<file path="src/rtl/dff_bank_arbiter_pkg.sv">
// Shared definitions for the flip-flop bank write arbiter: FSM state
// encoding and a constant-evaluable ceil(log2) used for index widths.
package dff_bank_arbiter_pkg;

    typedef enum logic [1:0] {
        ST_IDLE  = 2'd0,
        ST_GRANT = 2'd1,
        ST_WRITE = 2'd2
    } state_e;

    // Number of bits needed to index 'value' items; never less than one bit.
    function automatic int clog2(input int value);
        int w;
        w = 1;
        while ((1 << w) < value) begin
            w++;
        end
        return w;
    endfunction

endpackage

</file>
<file path="src/rtl/dff_bank_arbiter_rr_priority_pick.sv">
// Combinational round-robin selector: starting one past last_grant_i and
// wrapping modulo NUM_REQ, report the first asserted request.
module rr_priority_pick
    import dff_bank_arbiter_pkg::*;
#(
    parameter int NUM_REQ = 4,
    parameter int IDX_W   = 2
) (
    input  logic [NUM_REQ-1:0] req_i,
    input  logic [IDX_W-1:0]   last_grant_i,
    output logic [IDX_W-1:0]   winner_o,
    output logic               valid_o
);

    logic [IDX_W-1:0] cand_idx;
    int               cand;

    // Scan every requester once in rotating order; modulo keeps the wrap
    // correct for requester counts that are not a power of two.
    always_comb begin
        winner_o = '0;
        valid_o  = 1'b0;
        cand     = 0;
        cand_idx = '0;
        for (int k = 1; k <= NUM_REQ; k++) begin
            cand     = (int'(last_grant_i) + k) % NUM_REQ;
            cand_idx = IDX_W'(cand);
            if (!valid_o && req_i[cand_idx]) begin
                valid_o  = 1'b1;
                winner_o = cand_idx;
            end
        end
    end

endmodule

</file>
<file path="src/rtl/dff_bank_arbiter.sv">
// Round-robin write arbiter in front of a small bank of flip-flop registers.
// One requester is granted at a time; its address/data are staged, written,
// and acknowledged with a one-cycle pulse. A combinational read port exposes
// the bank contents.
module dff_bank_arbiter
    import dff_bank_arbiter_pkg::*;
#(
    parameter int NUM_REQ = 4,
    parameter int DATA_W  = 8,
    parameter int DEPTH   = 4,
    parameter int ADDR_W  = 2
) (
    input  logic                      clk,
    input  logic                      reset_n,
    input  logic [NUM_REQ-1:0]        req_in,
    input  logic [NUM_REQ*ADDR_W-1:0] addr_in,
    input  logic [NUM_REQ*DATA_W-1:0] data_in,
    input  logic [ADDR_W-1:0]         rd_addr_in,
    output logic [NUM_REQ-1:0]        gnt_out,
    output logic [NUM_REQ-1:0]        ack_out,
    output logic [DATA_W-1:0]         rd_data_out,
    output logic                      busy_out
);

    localparam int IDX_W = clog2(NUM_REQ);

    state_e              state_q, state_d;
    logic [IDX_W-1:0]    winner_q, winner_d;
    logic [IDX_W-1:0]    last_grant_q, last_grant_d;
    logic [NUM_REQ-1:0]  gnt_q, gnt_d;
    logic [NUM_REQ-1:0]  ack_q, ack_d;
    logic [ADDR_W-1:0]   stg_addr_q, stg_addr_d;
    logic [DATA_W-1:0]   stg_data_q, stg_data_d;
    logic                bank_we;

    logic [IDX_W-1:0]    pick_idx;
    logic                pick_valid;

    logic [ADDR_W-1:0]   req_addr [NUM_REQ];
    logic [DATA_W-1:0]   req_data [NUM_REQ];
    logic [DATA_W-1:0]   bank     [DEPTH];
    logic                rd_in_range;

    // Split the packed request buses into per-requester fields.
    for (genvar gi = 0; gi < NUM_REQ; gi++) begin : g_unpack
        assign req_addr[gi] = addr_in[gi*ADDR_W +: ADDR_W];
        assign req_data[gi] = data_in[gi*DATA_W +: DATA_W];
    end

    rr_priority_pick #(
        .NUM_REQ (NUM_REQ),
        .IDX_W   (IDX_W)
    ) u_pick (
        .req_i        (req_in),
        .last_grant_i (last_grant_q),
        .winner_o     (pick_idx),
        .valid_o      (pick_valid)
    );

    // FSM and staging registers; reset discards any staged write.
    always_ff @(posedge clk or negedge reset_n) begin
        if (!reset_n) begin
            state_q      <= ST_IDLE;
            winner_q     <= '0;
            last_grant_q <= IDX_W'(NUM_REQ - 1);
            gnt_q        <= '0;
            ack_q        <= '0;
            stg_addr_q   <= '0;
            stg_data_q   <= '0;
        end else begin
            state_q      <= state_d;
            winner_q     <= winner_d;
            last_grant_q <= last_grant_d;
            gnt_q        <= gnt_d;
            ack_q        <= ack_d;
            stg_addr_q   <= stg_addr_d;
            stg_data_q   <= stg_data_d;
        end
    end

    // Next-state logic: IDLE picks a winner, GRANT captures (or abandons on
    // withdrawal), WRITE commits the staged data and rotates priority.
    always_comb begin
        state_d      = state_q;
        winner_d     = winner_q;
        last_grant_d = last_grant_q;
        gnt_d        = gnt_q;
        ack_d        = '0;
        stg_addr_d   = stg_addr_q;
        stg_data_d   = stg_data_q;
        bank_we      = 1'b0;
        case (state_q)
            ST_IDLE: begin
                if (pick_valid) begin
                    winner_d        = pick_idx;
                    gnt_d           = '0;
                    gnt_d[pick_idx] = 1'b1;
                    state_d         = ST_GRANT;
                end
            end
            ST_GRANT: begin
                if (req_in[winner_q]) begin
                    stg_addr_d      = req_addr[winner_q];
                    stg_data_d      = req_data[winner_q];
                    ack_d[winner_q] = 1'b1;
                    state_d         = ST_WRITE;
                end else begin
                    gnt_d   = '0;
                    state_d = ST_IDLE;
                end
            end
            ST_WRITE: begin
                bank_we      = 1'b1;
                gnt_d        = '0;
                last_grant_d = winner_q;
                state_d      = ST_IDLE;
            end
            default: begin
                gnt_d   = '0;
                state_d = ST_IDLE;
            end
        endcase
    end

    // Bank entries; an out-of-range staged address matches no entry, so the
    // write is silently dropped while the ack still goes out.
    for (genvar gi = 0; gi < DEPTH; gi++) begin : g_bank
        logic [DATA_W-1:0] entry_q;

        // Single bank register, written only in the WRITE cycle.
        always_ff @(posedge clk or negedge reset_n) begin
            if (!reset_n) begin
                entry_q <= '0;
            end else if (bank_we && (stg_addr_q == ADDR_W'(gi))) begin
                entry_q <= stg_data_q;
            end
        end

        assign bank[gi] = entry_q;
    end

    assign rd_in_range = (int'(rd_addr_in) < DEPTH);
    assign rd_data_out = rd_in_range ? bank[rd_addr_in] : '0;
    assign gnt_out     = gnt_q;
    assign ack_out     = ack_q;
    assign busy_out    = (state_q != ST_IDLE);

endmodule

</file>
<file path="config.mk">
export PLATFORM = sky130hd
export DESIGN_NAME = dff_bank_arbiter
export DESIGN_NICKNAME = d
export VERILOG_FILES = /design/src/rtl/dff_bank_arbiter_pkg.sv /design/src/rtl/dff_bank_arbiter_rr_priority_pick.sv /design/src/rtl/dff_bank_arbiter.sv
export SDC_FILE = /design/constraint.sdc
export NUM_CORES = 1
export LEC_CHECK = 0
export BUFFER_PORTS_ARGS = -buffer_cell sky130_fd_sc_hd__buf_2
export CORE_UTILIZATION = 57
export DETAILED_ROUTE_END_ITERATION = 10
export GPL_TIMING_DRIVEN = 0
export PLACE_DENSITY_LB_ADDON = 0.3
export SLEW_MARGIN = 0
export SYNTH_ARGS = -nofsm -noshare
export SYNTH_HDL_FRONTEND = slang
export SYNTH_HIERARCHICAL = 1
export SYNTH_SLANG_ARGS = --single-unit
</file>
<file path="constraint.sdc">
create_clock -name clk -period 3.05 [get_ports clk]
set_clock_uncertainty 0.15 [all_clocks]
set_input_delay 0.4575 -clock clk [delete_from_list [all_inputs] [get_ports clk]]
set_output_delay 0.4575 -clock clk [all_outputs]
set_load 0.005 [all_outputs]
</file>
==> flow_summary.ini, run 1 <==
[synthesis]
synth_top_cell_area_share_pct = 49.0
synth-async-reset-ratio_pct = 100
yosys_warnings = 6
synth_flop_cell = dfrtp_1
synthDistinctLibCells = 33
synth_most_common_cell = dfrtp_1
avgSynthCellArea_sq_um = 15.8
synthTopCellsByArea = dfrtp_1 (49%), mux2_2 (17%), mux4_2 (15%), mux2_4 (2.7%), dfstp_2 (1.9%)
synth_edf_count = 0
ys_ff_latch = 56
synthCells = 174
synth_top_cell_by_area = dfrtp_1
synth_commonest_cells = dfrtp_1 (54), mux2_2 (41), mux4_2 (18)
synth_area_sq_mm = 0.00276
syn-num-nets = 222
synth-seq-area-share_pct = 50.9

[floorplanning]
ioPinCount = 65
die_w_um = 71.6
core_sq_mm = 0.00450
rows = 24
die_h_um = 71.6
start_util_pct = 61.2
dieArea_sq_mm = 0.00512

[sta]
fin_ws_ps = 1010
min_period_ps = 2040
tns_ps = 0
hold_viol_final = 0
fmax_mhz = 490
rsz0062_at_grt = false
setup_viol = 0
worstMarginPinSlew_ps = 1200
fin_crit_sh_pct = 67.0
slew_violations = 0
holdWs_ps = 234
max_slew_margin_pct = 20.1

[cts]
clock_latency_ps = 310
cts_buffers = 5
hold_buffers = 0
path_clk_slew_ps = 100
postCtsSetupBuffers = 0
cts_resized = 0
clock_path_buffers = 2
cts_tree = yes
cts.htree.levels = 2
cts_root_buf = clkbuf_8
cts.sinks = 56

[drt]
drtAntennaViolNets = 0
wl_per_cell_um = 17.7
drc_errors = 0
viasPerCell = 5.94
drt-pass1-iter-count = 6
wl_mm = 5.23
dr_wl_met3_um = 276
drtIter0Drc = 92
wl_met2_mm = 2.60
wl_met1_mm = 2.25
highest_layer = met4
vias = 1759

[setup_path]
worstSetupPathType = input port to output port
cp_max_fo = 8
r2r-end = g_bank[0].entry_q[1]$_DFFE_PN0P_
r2r_setup_slack_ps = 1020
cp.required_ps = 2440
cp-start-kind = input port
startpoint = rd_addr_in[1]
r2r-start = state_q[0]$_DFFE_PN0P_
crit_end = rd_data_out[0]
arrival_ps = 1440
ff2ff_path_depth = 4
setup.worst_path.end_class = output port

[power]
p_per_area_mw_per_mm2 = 954
p_total_uw = 3070
leakagePower_uw = 0.00148
worst_ir_drop_vdd_uv = 496

[global_routing]
grt.total_usage_pct = 22.7
globalRouteOverflowTotal = 0
grt_max_degree = 57
grt_pass1_wl_mm = 8.61
antenna_found_initial = 0
grt_pass1_vias = 1735

[placed_design]
dp_worst_setup_slack_ps = 989
place_congestion = 0.785
port_buffers = 62
dp.cells = 288
place_hpwl_mm = 3.82

[outcome]
outcome = completed

[finish]
stdcell_count = 296
drive_gt1_share_pct = 61.1
antenna_cells = 0
layout.nets = 291
area_growth_pct = 16.8

[worst_hold_path]
worstHoldPathType = input port to asynchronous set/reset pin

[flow_run]
drv_cap = 0
-- power breakdown --
| part | total, uW | internal, uW | switching [uW] |
|---|---|---|---|
| clock network | 403 | 164 | 239 |
| logic | 1310 | 803 | 502 |
| registers | 1360 | 1100 | 264 |
| total | 3070 | 2070 | 1010 |
-- sequential cells by signal, indices dropped and copies added, names as in the netlist --
signal and flops:
winner_q 2, state_q 2, last_grant_q 2, gnt_out 4, stg_data_q 8, stg_addr_q 2
g_bank.entry_q 32, ack_out 4
-- worst min-delay path by stage --
stage	start	endpoint	slack (ps)	depth (start not counted)
2_1_floorplan	reset_n	ack_out[0]$_DFF_PN0_	10	0
3_3_place_gp	g_bank[3].entry_q[1]$_DFFE_PN0P_	g_bank[3].entry_q[1]$_DFFE_PN0P_	330	1
3_5_place_dp	g_bank[3].entry_q[2]$_DFFE_PN0P_	g_bank[3].entry_q[2]$_DFFE_PN0P_	340	1
4_1_cts	reset_n	g_bank[1].entry_q[5]$_DFFE_PN0P_	280	1
5_1_grt	reset_n	g_bank[3].entry_q[4]$_DFFE_PN0P_	330	1
6_report	reset_n	g_bank[1].entry_q[5]$_DFFE_PN0P_	230	1
-- area by class of cell --
cell class / instances / area [sq um]
plain buffers: 8 / 57.6
clock buffers: 6 / 72.6
clock inverters: 2 / 16.3
fillers: 321 / 1280
inverters: 5 / 18.8
multi-input cells: 105 / 1280
flip-flops and latches: 56 / 1400
well taps: 52 / 65.1
repair buffers: 62 / 310
-- routing by layer --
metal  track usage [%]  up-vias
met4              8.06        0
met3              5.06        7
met1              29.9      890
met5                 0        -
li1                  -      802
met2              37.7       60
-- worst max-delay path: stages --
cell and delay, ps:
buf_1 430, mux4_2 400, buf_2 140
-- per-stage QoR --
stage / util, % / area, sq um
4_1_cts: 71.5 / 3220
5_1_grt: 71.5 / 3220
6_report: 71.5 / 3220
3_5_place_dp: 69.6 / 3130
3_3_place_gp: 69.6 / 3130
2_1_floorplan: - / 2760
-- kinds of logic after synthesis --
family | share of synthesized area, %
AND/OR/NAND/NOR | 6.40
AO/OA/AOI/OAI | 4.04
buffers and inverters | 2.77
multiplexers | 35.9
flip-flops | 50.9
-- cells in the final DEF, fill, tap and decap left out, types with 2 or more instances in the layout --
cell type / n
buf_2: 65
dfrtp_1: 54
mux2_2: 41
mux4_2: 18
inv_1: 5
mux2_4: 5
clkbuf_8: 5
nor2_1: 4
nand2b_1: 4
nand3b_1: 3
clkbuf_1: 3
mux2i_2: 2
nor3b_1: 2
nor3_1: 2
nand2_1: 2
o21ai_0: 2
a22o_1: 2
mux2i_1: 2
o2bb2ai_1: 2
a31oi_1: 2
nor3b_4: 2
dfstp_2: 2
a21oi_1: 2
No activity file was read; power rests on OpenSTA's default activity.
==> run 2: changes to the inputs <==
--- a/config.mk
+++ b/config.mk
@@ -6,7 +6,7 @@
 export NUM_CORES = 1
 export LEC_CHECK = 0
 export BUFFER_PORTS_ARGS = -buffer_cell sky130_fd_sc_hd__buf_2
-export CORE_UTILIZATION = 57
+export CORE_UTILIZATION = 48
 export DETAILED_ROUTE_END_ITERATION = 10
 export GPL_TIMING_DRIVEN = 0
 export PLACE_DENSITY_LB_ADDON = 0.3
==> constraint.sdc (replaced) <==
create_clock -name clk -period 1.8 [get_ports clk]
set_clock_uncertainty 0.15 [all_clocks]
set_input_delay 0.27 -clock clk [delete_from_list [all_inputs] [get_ports clk]]
set_output_delay 0.27 -clock clk [all_outputs]
set_load 0.005 [all_outputs]
==> flow_summary.ini, run 2 (synthesized netlist as in run 1, its figures left out) <==
[finish]
final_cell_mix = buf_2 (64), dfrtp_1 (53), mux2_2 (36)
largest_reg_flops = 32
stdcell_count = 333
area_growth_pct = 26.0
largestRegisters = g_bank.entry_q (32), stg_data_q (8)
layout.nets = 308
stdcell_area_sq_mm = 0.00348
antenna_cells = 0
num-fill-cells = 436
regMostFlops = g_bank.entry_q
mostFrequentLayoutCell = buf_2
drive_gt1_share_pct = 65.1

[sta]
tns_ps = -718
holdWs_ps = 54.7
rsz0062_at_grt = true
min_period_ps = 1890
max_slew_margin_pct = 20.5
fin_crit_sh_pct = 105
setup_viol = 10
worstMarginPinSlew_ps = 1190
slew_violations = 0
fmax_mhz = 528
hold_viol_final = 0
fin_ws_ps = -92.4

[global_routing]
globalRouteOverflowTotal = 0
antenna_found_initial = 0
grt_max_degree = 57
grt_pass1_wl_mm = 8.68
grt_pass1_vias = 1783
grt.total_usage_pct = 19.0

[placed_design]
place_hpwl_mm = 3.71
dp_worst_setup_slack_ps = -199
dp.cells = 308
place_congestion = 0.755
port_buffers = 62
placed_area_sq_mm = 0.00316

[setup_path]
timing.critical_path.buf_inv = 1
slowest_stage = dfrtp_2
crit_path_cell_trace = or3b_4 > o22ai_4 > buf_12 > mux2_4
worstSetupPathType = register to register
arrival_ps = 1930
cp_max_fo = 6
cp-start-kind = register
cpLargestDelayFamily = flip-flops
slowest_delay_ps = 430
setup.worst_path.end_class = register
r2r_setup_slack_ps = -90
cp.required_ps = 1840

[floorplanning]
die_h_um = 77.8
rows = 27
core_sq_mm = 0.00551
start_util_pct = 50.1
ioPinCount = 65
dieArea_sq_mm = 0.00605
die_w_um = 77.8

[cts]
path_clk_slew_ps = 100
cts.htree.levels = 2
clock_latency_ps = 300
cts.sinks = 56
cts_tree = yes
cts_buffers = 5
clock_path_buffers = 2
cts_root_buf = clkbuf_8

[power]
intPower_uw = 3860
switching_share_pct = 31.4
leakagePower_uw = 0.00161
p_per_area_mw_per_mm2 = 1620
combPwrFrac_pct = 46.6
p_seq_share_pct = 40.9
p_clk_share_pct = 12.5
worst_ir_drop_vdd_uv = 898
p_switching_uw = 1770

[outcome]
violations = setup timing
outcome = finished, violations left

[drt]
drtIter0Drc = 54
drtAntennaViolNets = 0
viasPerCell = 5.38
vias = 1790
drc_errors = 0
drt-pass1-iter-count = 4
wl_per_cell_um = 15.8
wl_mm = 5.26

[worst_hold_path]
worstHoldPathType = input port to asynchronous set/reset pin

[flow_run]
drv_cap = 0
## run 2: changes by cell type in the layout (fill, tap and decap cells not counted), sizes merged
| cell | before | now |
|---|---|---|
| clkinvlp | 1 | 0 |
| buf | 68 | 85 |
| inv | 5 | 6 |
## run 2: area by class of cell
class	instances	area, sq um	area share (%)
Buffer	8	61.3	1.76
Inverter	5	18.8	0.540
Timing Repair Buffer	79	482	13.9
Clock inverter	2	13.8	0.396
Multi-Input combinational cell	105	1320	38.0
Clock buffer	6	82.6	2.38
Sequential cell	56	1410	40.4
Tap cell	72	90.1	2.59
## run 2: what timing repair did
| action | in CTS | in global routing |
|---|---|---|
| pin swaps | 4 | 1 |
| buffers inserted | 14 | 3 |
| setup endpoints to repair | 34 | 17 |
| hold buffers | 0 | 0 |
| resized for setup | 13 | 4 |
## run 2: path summary, 6_finish.rpt
kind	from	endpoint	depth (start not counted)
setup / recovery	winner_q[1]$_DFFE_PN0P_	stg_addr_q[0]$_DFFE_PN0P_	4
hold / removal	reset_n	g_bank[1].entry_q[6]$_DFFE_PN0P_	1
setup reg to reg	winner_q[1]$_DFFE_PN0P_	stg_addr_q[0]$_DFFE_PN0P_	4
hold reg to reg	g_bank[3].entry_q[3]$_DFFE_PN0P_	g_bank[3].entry_q[3]$_DFFE_PN0P_	1
max in group asynchronous	reset_n	winner_q[1]$_DFFE_PN0P_	1
min in group clk	data_in[5]	stg_data_q[5]$_DFFE_PN0P_	3
## run 2: through the flow
step | power (uW) | utilization [%]
floorplan | 3920 | -
global placement | 4470 | 57.4
detailed placement | 4540 | 57.4
CTS | 5610 | 62.5
global route | 6000 | 63.1
finish | 5630 | 63.1
## run 2: per-layer routing
layer	part of all wire [%]	track usage [%]	routed length, um	up-vias
li1	-	-	-	843
met1	46	26.6	2430	898
met2	50	29.6	2610	41
met3	2.7	3.06	143	8
met4	1.5	7.36	80	0
met5	0	0	0	-
## run 2: power by group through the flow
stage,clock [uW],sequential (uW),combinational (uW)
after floorplan,0,2200,1730
after global placement,0,2320,2160
after detailed placement,0,2330,2210
after CTS,728,2300,2580
after global routing,781,2390,2830
final,704,2300,2630
## run 2: worst register-to-register path: stages, from the launching register on
cell and delay, ps:
dfrtp_2 430, or3b_4 420, o22ai_4 300, buf_12 180
mux2_4 300
